[src/rtl/rr_arb_pkg.sv]
// Shared types and widths for the round-robin priority arbiter.
package rr_arb_pkg;

  localparam int unsigned NREQ_C = 4;
  localparam int unsigned ID_W   = 2;
  localparam int unsigned CNT_W  = 8;

  typedef enum logic {
    IDLE = 1'b0,
    BUSY = 1'b1
  } state_e;

  // Rotate right by s: bit i of the result is v[(i + s) mod NREQ_C].
  function automatic logic [NREQ_C-1:0] rotr(input logic [NREQ_C-1:0] v,
                                             input logic [ID_W-1:0]   s);
    logic [NREQ_C-1:0] r;
    r = '0;
    for (int unsigned i = 0; i < NREQ_C; i++) begin
      logic [ID_W-1:0] k;
      k    = ID_W'(i) + s;
      r[i] = v[k];
    end
    return r;
  endfunction

endpackage

[src/rtl/rr_prio_arbiter_if.sv]
// Request/grant bundle between requesters (master) and the arbiter (slave).
// RR_PRIO_ARBITER_URGENT_EN adds the urgent override line.
interface rr_prio_arbiter_if;
  import rr_arb_pkg::*;

  logic [NREQ_C-1:0] req;
  logic [NREQ_C-1:0] gnt;
  logic              gnt_valid;
  logic [ID_W-1:0]   gnt_id;
  logic [CNT_W-1:0]  hold_cnt;
`ifdef RR_PRIO_ARBITER_URGENT_EN
  logic              urgent;

  modport master (output req, urgent, input gnt, gnt_valid, gnt_id, hold_cnt);
  modport slave  (input req, urgent, output gnt, gnt_valid, gnt_id, hold_cnt);
`else
  modport master (output req, input gnt, gnt_valid, gnt_id, hold_cnt);
  modport slave  (input req, output gnt, gnt_valid, gnt_id, hold_cnt);
`endif

endinterface

[src/rtl/rr_prio_arbiter_prio_enc4.sv]
// 4-bit lowest-set-bit priority encoder; all-zero input encodes to 0.
module prio_enc4
  import rr_arb_pkg::*;
(
  input  logic [3:0]      in,
  output logic [ID_W-1:0] pos
);

  always_comb begin
    pos = '0;
    casez (in)
      4'b???1: pos = 2'd0;
      4'b??10: pos = 2'd1;
      4'b?100: pos = 2'd2;
      4'b1000: pos = 2'd3;
      default: pos = 2'd0;
    endcase
  end

endmodule

[src/rtl/rr_prio_arbiter.sv]
// Round-robin arbiter for 4 requesters with bounded grant hold.
// Optional macro RR_PRIO_ARBITER_URGENT_EN: urgent line lets requester 0 win every arbitration.
module rr_prio_arbiter
  import rr_arb_pkg::*;
#(
  parameter int unsigned NREQ     = 4,
  parameter int unsigned MAX_HOLD = 8
) (
  input  logic               clk,
  input  logic               resetn,
  rr_prio_arbiter_if.slave   bus
);

  localparam logic [CNT_W-1:0] HOLD_LAST = CNT_W'(MAX_HOLD - 1);

  state_e            state_q, state_d;
  logic [NREQ-1:0]   gnt_q,   gnt_d;
  logic [ID_W-1:0]   id_q,    id_d;
  logic [ID_W-1:0]   ptr_q,   ptr_d;
  logic [CNT_W-1:0]  cnt_q,   cnt_d;

  logic [NREQ-1:0]   rot;
  logic [ID_W-1:0]   enc;
  logic [ID_W-1:0]   win;
  logic [ID_W-1:0]   sel;
  logic              any;
  logic              keep;

  assign rot = rotr(bus.req, ptr_q);

  prio_enc4 u_enc (
    .in  (rot),
    .pos (enc)
  );

  assign win = enc + ptr_q;
  assign any = |bus.req;

`ifdef RR_PRIO_ARBITER_URGENT_EN
  assign sel = (bus.urgent && bus.req[0]) ? '0 : win;
`else
  assign sel = win;
`endif

  // Owner keeps the slot only while still requesting and under the hold limit;
  // every other BUSY case (release or expiry) falls through to re-arbitration.
  assign keep = (state_q == BUSY) && bus.req[id_q] && (cnt_q < HOLD_LAST);

  always_comb begin
    state_d = state_q;
    gnt_d   = gnt_q;
    id_d    = id_q;
    ptr_d   = ptr_q;
    cnt_d   = cnt_q;
    if (keep) begin
      cnt_d = cnt_q + CNT_W'(1);
    end else if (any) begin
      state_d    = BUSY;
      gnt_d      = '0;
      gnt_d[sel] = 1'b1;
      id_d       = sel;
      cnt_d      = '0;
      ptr_d      = sel + ID_W'(1);
    end else begin
      state_d = IDLE;
      gnt_d   = '0;
      id_d    = '0;
      cnt_d   = '0;
    end
  end

  always_ff @(posedge clk) begin
    if (!resetn) begin
      state_q <= IDLE;
      gnt_q   <= '0;
      id_q    <= '0;
      ptr_q   <= '0;
      cnt_q   <= '0;
    end else begin
      state_q <= state_d;
      gnt_q   <= gnt_d;
      id_q    <= id_d;
      ptr_q   <= ptr_d;
      cnt_q   <= cnt_d;
    end
  end

  assign bus.gnt       = gnt_q;
  assign bus.gnt_valid = |gnt_q;
  assign bus.gnt_id    = id_q;
  assign bus.hold_cnt  = cnt_q;

endmodule

[src/flat_wrapper.sv]
// flat-port wrapper written by rule: the top's interface ports become plain ports
module rr_prio_arbiter_flat import rr_arb_pkg::*;
#(
  parameter int unsigned NREQ     = 4,
  parameter int unsigned MAX_HOLD = 8
)
  (clk, resetn, bus_req, bus_gnt, bus_gnt_valid, bus_gnt_id, bus_hold_cnt);
  rr_prio_arbiter_if bus_i ();
  input  logic clk;
  input  logic resetn;
  input wire logic [$bits(bus_i.req)-1:0] bus_req;
  output wire logic [$bits(bus_i.gnt)-1:0] bus_gnt;
  output wire logic [$bits(bus_i.gnt_valid)-1:0] bus_gnt_valid;
  output wire logic [$bits(bus_i.gnt_id)-1:0] bus_gnt_id;
  output wire logic [$bits(bus_i.hold_cnt)-1:0] bus_hold_cnt;
  assign bus_i.req = bus_req;
  assign bus_gnt = bus_i.gnt;
  assign bus_gnt_valid = bus_i.gnt_valid;
  assign bus_gnt_id = bus_i.gnt_id;
  assign bus_hold_cnt = bus_i.hold_cnt;
  rr_prio_arbiter #(.NREQ(NREQ), .MAX_HOLD(MAX_HOLD)) u_core (.clk(clk), .resetn(resetn), .bus(bus_i));
endmodule
[config.mk]
export PLATFORM = sky130hd
export DESIGN_NAME = rr_prio_arbiter_flat
export DESIGN_NICKNAME = d
export VERILOG_FILES = /design/src/rtl/rr_arb_pkg.sv /design/src/rtl/rr_prio_arbiter_if.sv /design/src/rtl/rr_prio_arbiter_prio_enc4.sv /design/src/rtl/rr_prio_arbiter.sv /design/src/flat_wrapper.sv
export SDC_FILE = /design/constraint.sdc
export NUM_CORES = 1
export LEC_CHECK = 0
export CORE_MARGIN = 10
export CORE_UTILIZATION = 35
export DETAILED_ROUTE_END_ITERATION = 10
export MAX_ROUTING_LAYER = met4
export SLEW_MARGIN = 20
export SYNTH_ARGS = -nofsm -noshare
export SYNTH_HDL_FRONTEND = slang
export SYNTH_SLANG_ARGS = --single-unit
[constraint.sdc]
create_clock -name clk -period 7.46 [get_ports clk]
set_input_delay 2.238 -clock clk [delete_from_list [all_inputs] [get_ports clk]]
set_output_delay 2.238 -clock clk [all_outputs]
set_load 0.05 [all_outputs]
; ---- After elaboration in Yosys (flattened, before gate mapping)
; Cells that the tools add are included.
; Widths: inputs -> output; s select.
[op_classes]
eq_ne = 3
n_reduce_logical = 7
muxes = 16
n_addsub = 6
bitwise_logic = 1
order_cmp = 8
[ops]
columns = cell, n
row1 = $lt 2x3->1 const B, 6
row2 = $bmux 1 s2, 5
row3 = $add 8x1->8 const B, 1
row4 = $lt 8x3->1 const B, 1
row5 = $reduce_or 4->1, 2
row6 = $mux 1, 7
row7 = $pmux 2 s3, 1
row8 = $add 2x2->2 const A, 2
row9 = $eq 4x4->1 const B, 1
row10 = $mux 4, 1
row11 = $reduce_and 2->1, 2
row12 = $eq 3x3->1 const B, 1
row13 = $logic_and 1x1->1, 3
row14 = $add 1x2->2 const A, 1
row15 = $add 2x1->2 const B, 1
row16 = $add 2x2->2, 1
row17 = $demux 1 s2, 1
row18 = $eq 2x2->1 const B, 1
row19 = $ge 2x1->1 const B, 1
row20 = $mux 2, 1
row21 = $not 1->1, 1
[word_totals]
word_cells = 46
out_inout_bits = 15
register_bits = 17

; ---- Depth between registers and ports, before layout
[depth]
word_depth = 11
mapped_depth = 13
ltp_nobuf = 12

; ---- Hierarchy
; A second synthesis with hierarchy kept.
[hier_totals]
cells_unflattened = 79
area_unflattened_um2 = 868.3
[by_module_without_submodules]
columns = module, instances, cells_each, area_each_um2
row1 = rr_prio_arbiter, 1, 74, 840.8
row2 = prio_enc4, 1, 5, 27.5

; ---- Worst setup path after synthesis
; OpenSTA, ideal clock, no wires.
[synth_timing]
path_kind = input-to-reg
start = in bus_req[0]
end = reg u_core.gnt_q[0], in the netlist u_core.bus.gnt[0]
stages = 9
required_ns = 7.343
setup_slack_ns = 3.221
arrival_time_ns = 4.122
path_buffers = 1
cell_sequence = buf_6 -> or4_2 -> o2111ai_1 -> ha_1 -> xnor2_1 -> and3_1 -> or2_2 -> ha_1 -> a22o_1
[synth_between]
elab_chain_cells = 10
word_cells_on_any_way = 24
cone_classes = 1 x add/sub / 2 x order compare / 3 x eq/ne / 14 x mux / 4 x reduce/logical
[synth_rtl]
columns = item, line_no
row1 = from (decl), flat_wrapper.sv:11  ; input wire logic [$bits(bus_i.req)-1:0] bus_req;
row2 = $bmux 1 s2, rr_arb_pkg.sv:21  ; r[i] = v[k];
row3 = $mux 1 (implied by the code), rr_arb_pkg.sv:21
row4 = $eq 4x4->1 (tied with other cells), rr_prio_arbiter_prio_enc4.sv:11  ; casez (in)
row5 = $pmux 2 s3, rr_prio_arbiter_prio_enc4.sv:11
row6 = $add 2x2->2, rr_prio_arbiter.sv:36  ; assign win = enc + ptr_q;
row7 = $lt 2x3->1 (implied by the code) or $ge 2x1->1 (tied branches), rr_prio_arbiter.sv:60  ; gnt_d[sel] = 1'b1;
row8 = $logic_and 1x1->1 (implied by the code), rr_prio_arbiter.sv:60
row9 = $mux 1 (implied by the code), rr_prio_arbiter.sv:60
row10 = $demux 1 s2, n/a
row11 = $mux 4, rr_prio_arbiter.sv:57  ; end else if (any) begin
row12 = to (signal assigned), rr_prio_arbiter.sv:81  ; gnt_q <= gnt_d;
row13 = to (decl), rr_prio_arbiter.sv:17  ; logic [NREQ-1:0] gnt_q, gnt_d;
; Several ways; a longest one is shown, not always the timed one. The select of a mux whose other input is x is not followed.
; A chain may end at the register's enable or synchronous reset.

; ---- Final worst setup path
[layout_timing]
start = in bus_req[1]
end = reg u_core.gnt_q[1], in the netlist u_core.bus.gnt[1]
; The elaborated chain is that of the path after synthesis.

==> impl_metrics.json <==
{
  "finalSetupViolCount": 0,
  "cts_resized": 0,
  "grt_pass1_wl_mm": 2.99,
  "grt_max_degree": 12,
  "ys.flop_type": "dfxtp_1",
  "clock-skew-final_ns": 0.00810,
  "drt-pass1-iter-count": 4,
  "cts_tree": "yes",
  "rows": 17,
  "slowest_stage": "clkdlybuf4s50_1",
  "setup-tns-final_ns": 0,
  "cts-root-buf": "clkbuf_4",
  "numCtsBuffers": 3,
  "ys_warn_count": 0,
  "design.core.area_mm2": 0.00228,
  "port_buffers": 20,
  "rr_endpoint": "u_core.bus.gnt[1]$_SDFFE_PN0N_",
  "clkLatencyLatePin_ns": 0.30,
  "critPathLaunchType": "input port",
  "grt_use_total_pct": 7.80,
  "synth_edf_count": 0,
  "r2r_slack_ns": 5.03,
  "mostFrequentLayoutCells": "20 x clkdlybuf4s50_1, 17 x dfxtp_1, 8 x nor2_1",
  "leakage_nw": 0.462,
  "ant_nets": 0,
  "dpl.hpwl_mm": 1.37,
  "grt_pass1_vias": 661,
  "path_clk_slew_ns": 0.10,
  "wl_mm": 1.77,
  "cp.depth": 10,
  "critPathMostFrequentCell": "ha_1",
  "status": "complete, no violations",
  "timing.rr.start": "u_core.ptr_q[0]$_SDFFE_PN0P_",
  "min_period_ns": 4.53,
  "floorplan.initialDensity_pct": 37.7,
  "cts_setup_buffers": 0,
  "dieArea_mm2": 0.00483,
  "placed_cell_area_mm2": 0.00106,
  "crit_arrival_ns": 4.73,
  "slew_headroom_pct": 65.7,
  "final_common_cell": "clkdlybuf4s50_1",
  "die_y_um": 69.5,
  "place_congestion": 0.756,
  "async_flop_share_pct": 0,
  "period_share_pct": 60.7,
  "p_total_uw": 409,
  "synth-seq-cells": 17,
  "setup_ws_ns": 2.93,
  "areaGrowthSynthToFinish_pct": 26.7,
  "vias": 701,
  "dpl_worst_slack_ns": 2.62,
  "worst_pin_slew_ns": 0.512,
  "postCtsHoldBufs": 0,
  "startpoint": "bus_req[1]",
  "crit_required_ns": 7.66,
  "worst_hold_slack_ns": 0.483,
  "drv_slew": 0,
  "vdd_drop_max_mv": 0.188,
  "synth_area_um2": 857,
  "final_area_mm2": 0.00109,
  "cp_max_fo": 8,
  "ys_seq_area_share_pct": 39.7,
  "post-route-drc-count": 0,
  "reg2reg_depth": 8,
  "endpoint": "u_core.bus.gnt[1]$_SDFFE_PN0N_",
  "cpLargestDelayFamily": "simple AND/OR/NAND/NOR gates",
  "avgRoutedWirePerCell_um": 12.9,
  "max_stage_delay_ns": 0.62,
  "antenna_found_initial": 0,
  "rsz0062_at_grt": "no",
  "cts.sinks": 17,
  "worst_setup_path_end_kind": "flip-flop",
  "diodes": 0,
  "hold_path.class": "flip-flop to flip-flop",
  "power_density_mw_per_mm2": 377,
  "ios": 21,
  "fp.dieW_um": 69.5,
  "worstPathCellList": "clkdlybuf4s50_1, nor2_1, or4_2, o2111ai_1, ha_1, xnor2_1, and3_1, or2_2, ha_1, a22o_1",
  "netlist_instances": 87,
  "cap_violations": 0,
  "synth.avg_cell_area_um2": 9.85,
  "fin_nets": 122,
  "cts_buffer_depth": 2,
  "htreeDepth": 1,
  "drtIter0Drc": 33,
  "hold_viol": 0,
  "path_buf_inv": 1,
  "drive_above_1_share_pct": 11.0,
  "via_per_inst": 5.12,
  "overflow": 0,
  "synth_cell_types": 35,
  "fmax_mhz": 221,
  "path_class": "input port to flip-flop"
}
[cells by family after synthesis]
group,count (synthesis),share of synthesized area [%]
and+or+nand+nor,35,24.1
DFF,17,39.7
AOI/OAI and AO/OA,16,14.2
buffers and inverters,7,5.99
adders and majority gates,6,8.76
xor gates and xnor gates,3,3.07
muxes,2,3.80
other,1,0.438
[synthesized netlist by cell type (2+ instances only)]
master,number,area (um2)
nor2b_1,5,31.3
buf_2,2,10.0
nor2_1,8,30.0
nand2_1,7,26.3
dfxtp_1,17,340
o21ai_0,3,15.0
a22o_1,4,35.0
o2111ai_1,2,17.5
inv_1,2,7.51
ha_1,6,75.1
xnor2_1,2,17.5
and3_2,3,22.5
nor4_1,2,12.5
buf_6,3,33.8
[through the flow]
stage / utilization (%) / cells
after floorplan: - / 90
after global placement: 46.6 / 133
after detailed placement: 46.6 / 133
after CTS: 47.7 / 137
after global routing: 47.7 / 137
final: 47.7 / 137
[layout make-up]
class | instances | area, um2
clock buffers | 4 | 26.3
well taps | 28 | 35.0
flip-flops and latches | 17 | 340
fillers | 217 | 1190
repair buffers | 20 | 200
inverters | 2 | 7.51
multi-input cells | 66 | 477
[registers in the layout, indices dropped and copies added (netlist names)]
| register | flops |
|---|---|
| u_core.state_q | 1 |
| u_core.bus.gnt | 4 |
| u_core.ptr_q | 2 |
| u_core.bus.gnt_id | 2 |
| u_core.bus.hold_cnt | 8 |
[worst min-delay path by stage]
stage | end | slack (ns) | cells after the start | startpoint
final | u_core.bus.hold_cnt[0]$_SDFF_PN0_ | 0.48 | 1 | u_core.bus.hold_cnt[0]$_SDFF_PN0_
after global routing | u_core.bus.hold_cnt[0]$_SDFF_PN0_ | 0.51 | 1 | u_core.bus.hold_cnt[0]$_SDFF_PN0_
after CTS | u_core.bus.hold_cnt[0]$_SDFF_PN0_ | 0.49 | 1 | u_core.bus.hold_cnt[0]$_SDFF_PN0_
after detailed placement | u_core.bus.hold_cnt[0]$_SDFF_PN0_ | 0.47 | 1 | u_core.bus.hold_cnt[0]$_SDFF_PN0_
after global placement | u_core.bus.hold_cnt[0]$_SDFF_PN0_ | 0.46 | 1 | u_core.bus.hold_cnt[0]$_SDFF_PN0_
after floorplan | u_core.ptr_q[1]$_SDFFE_PN0P_ | 0.63 | 3 | u_core.ptr_q[1]$_SDFFE_PN0P_
[layer usage]
layer / vias up / GRT usage, % / wire [um]
met5: - / - / 0
met4: 0 / 6.65 / 60
met3: 6 / 3.28 / 140
met2: 23 / 9.78 / 747
met1: 322 / 9.18 / 823
li1: 350 / - / -
[power by group]
part	internal, mW	switching (mW)
clock network	0.0208	0.0297
logic	0.0879	0.136
registers	0.112	0.0233
(Power assumes the default switching activity.)
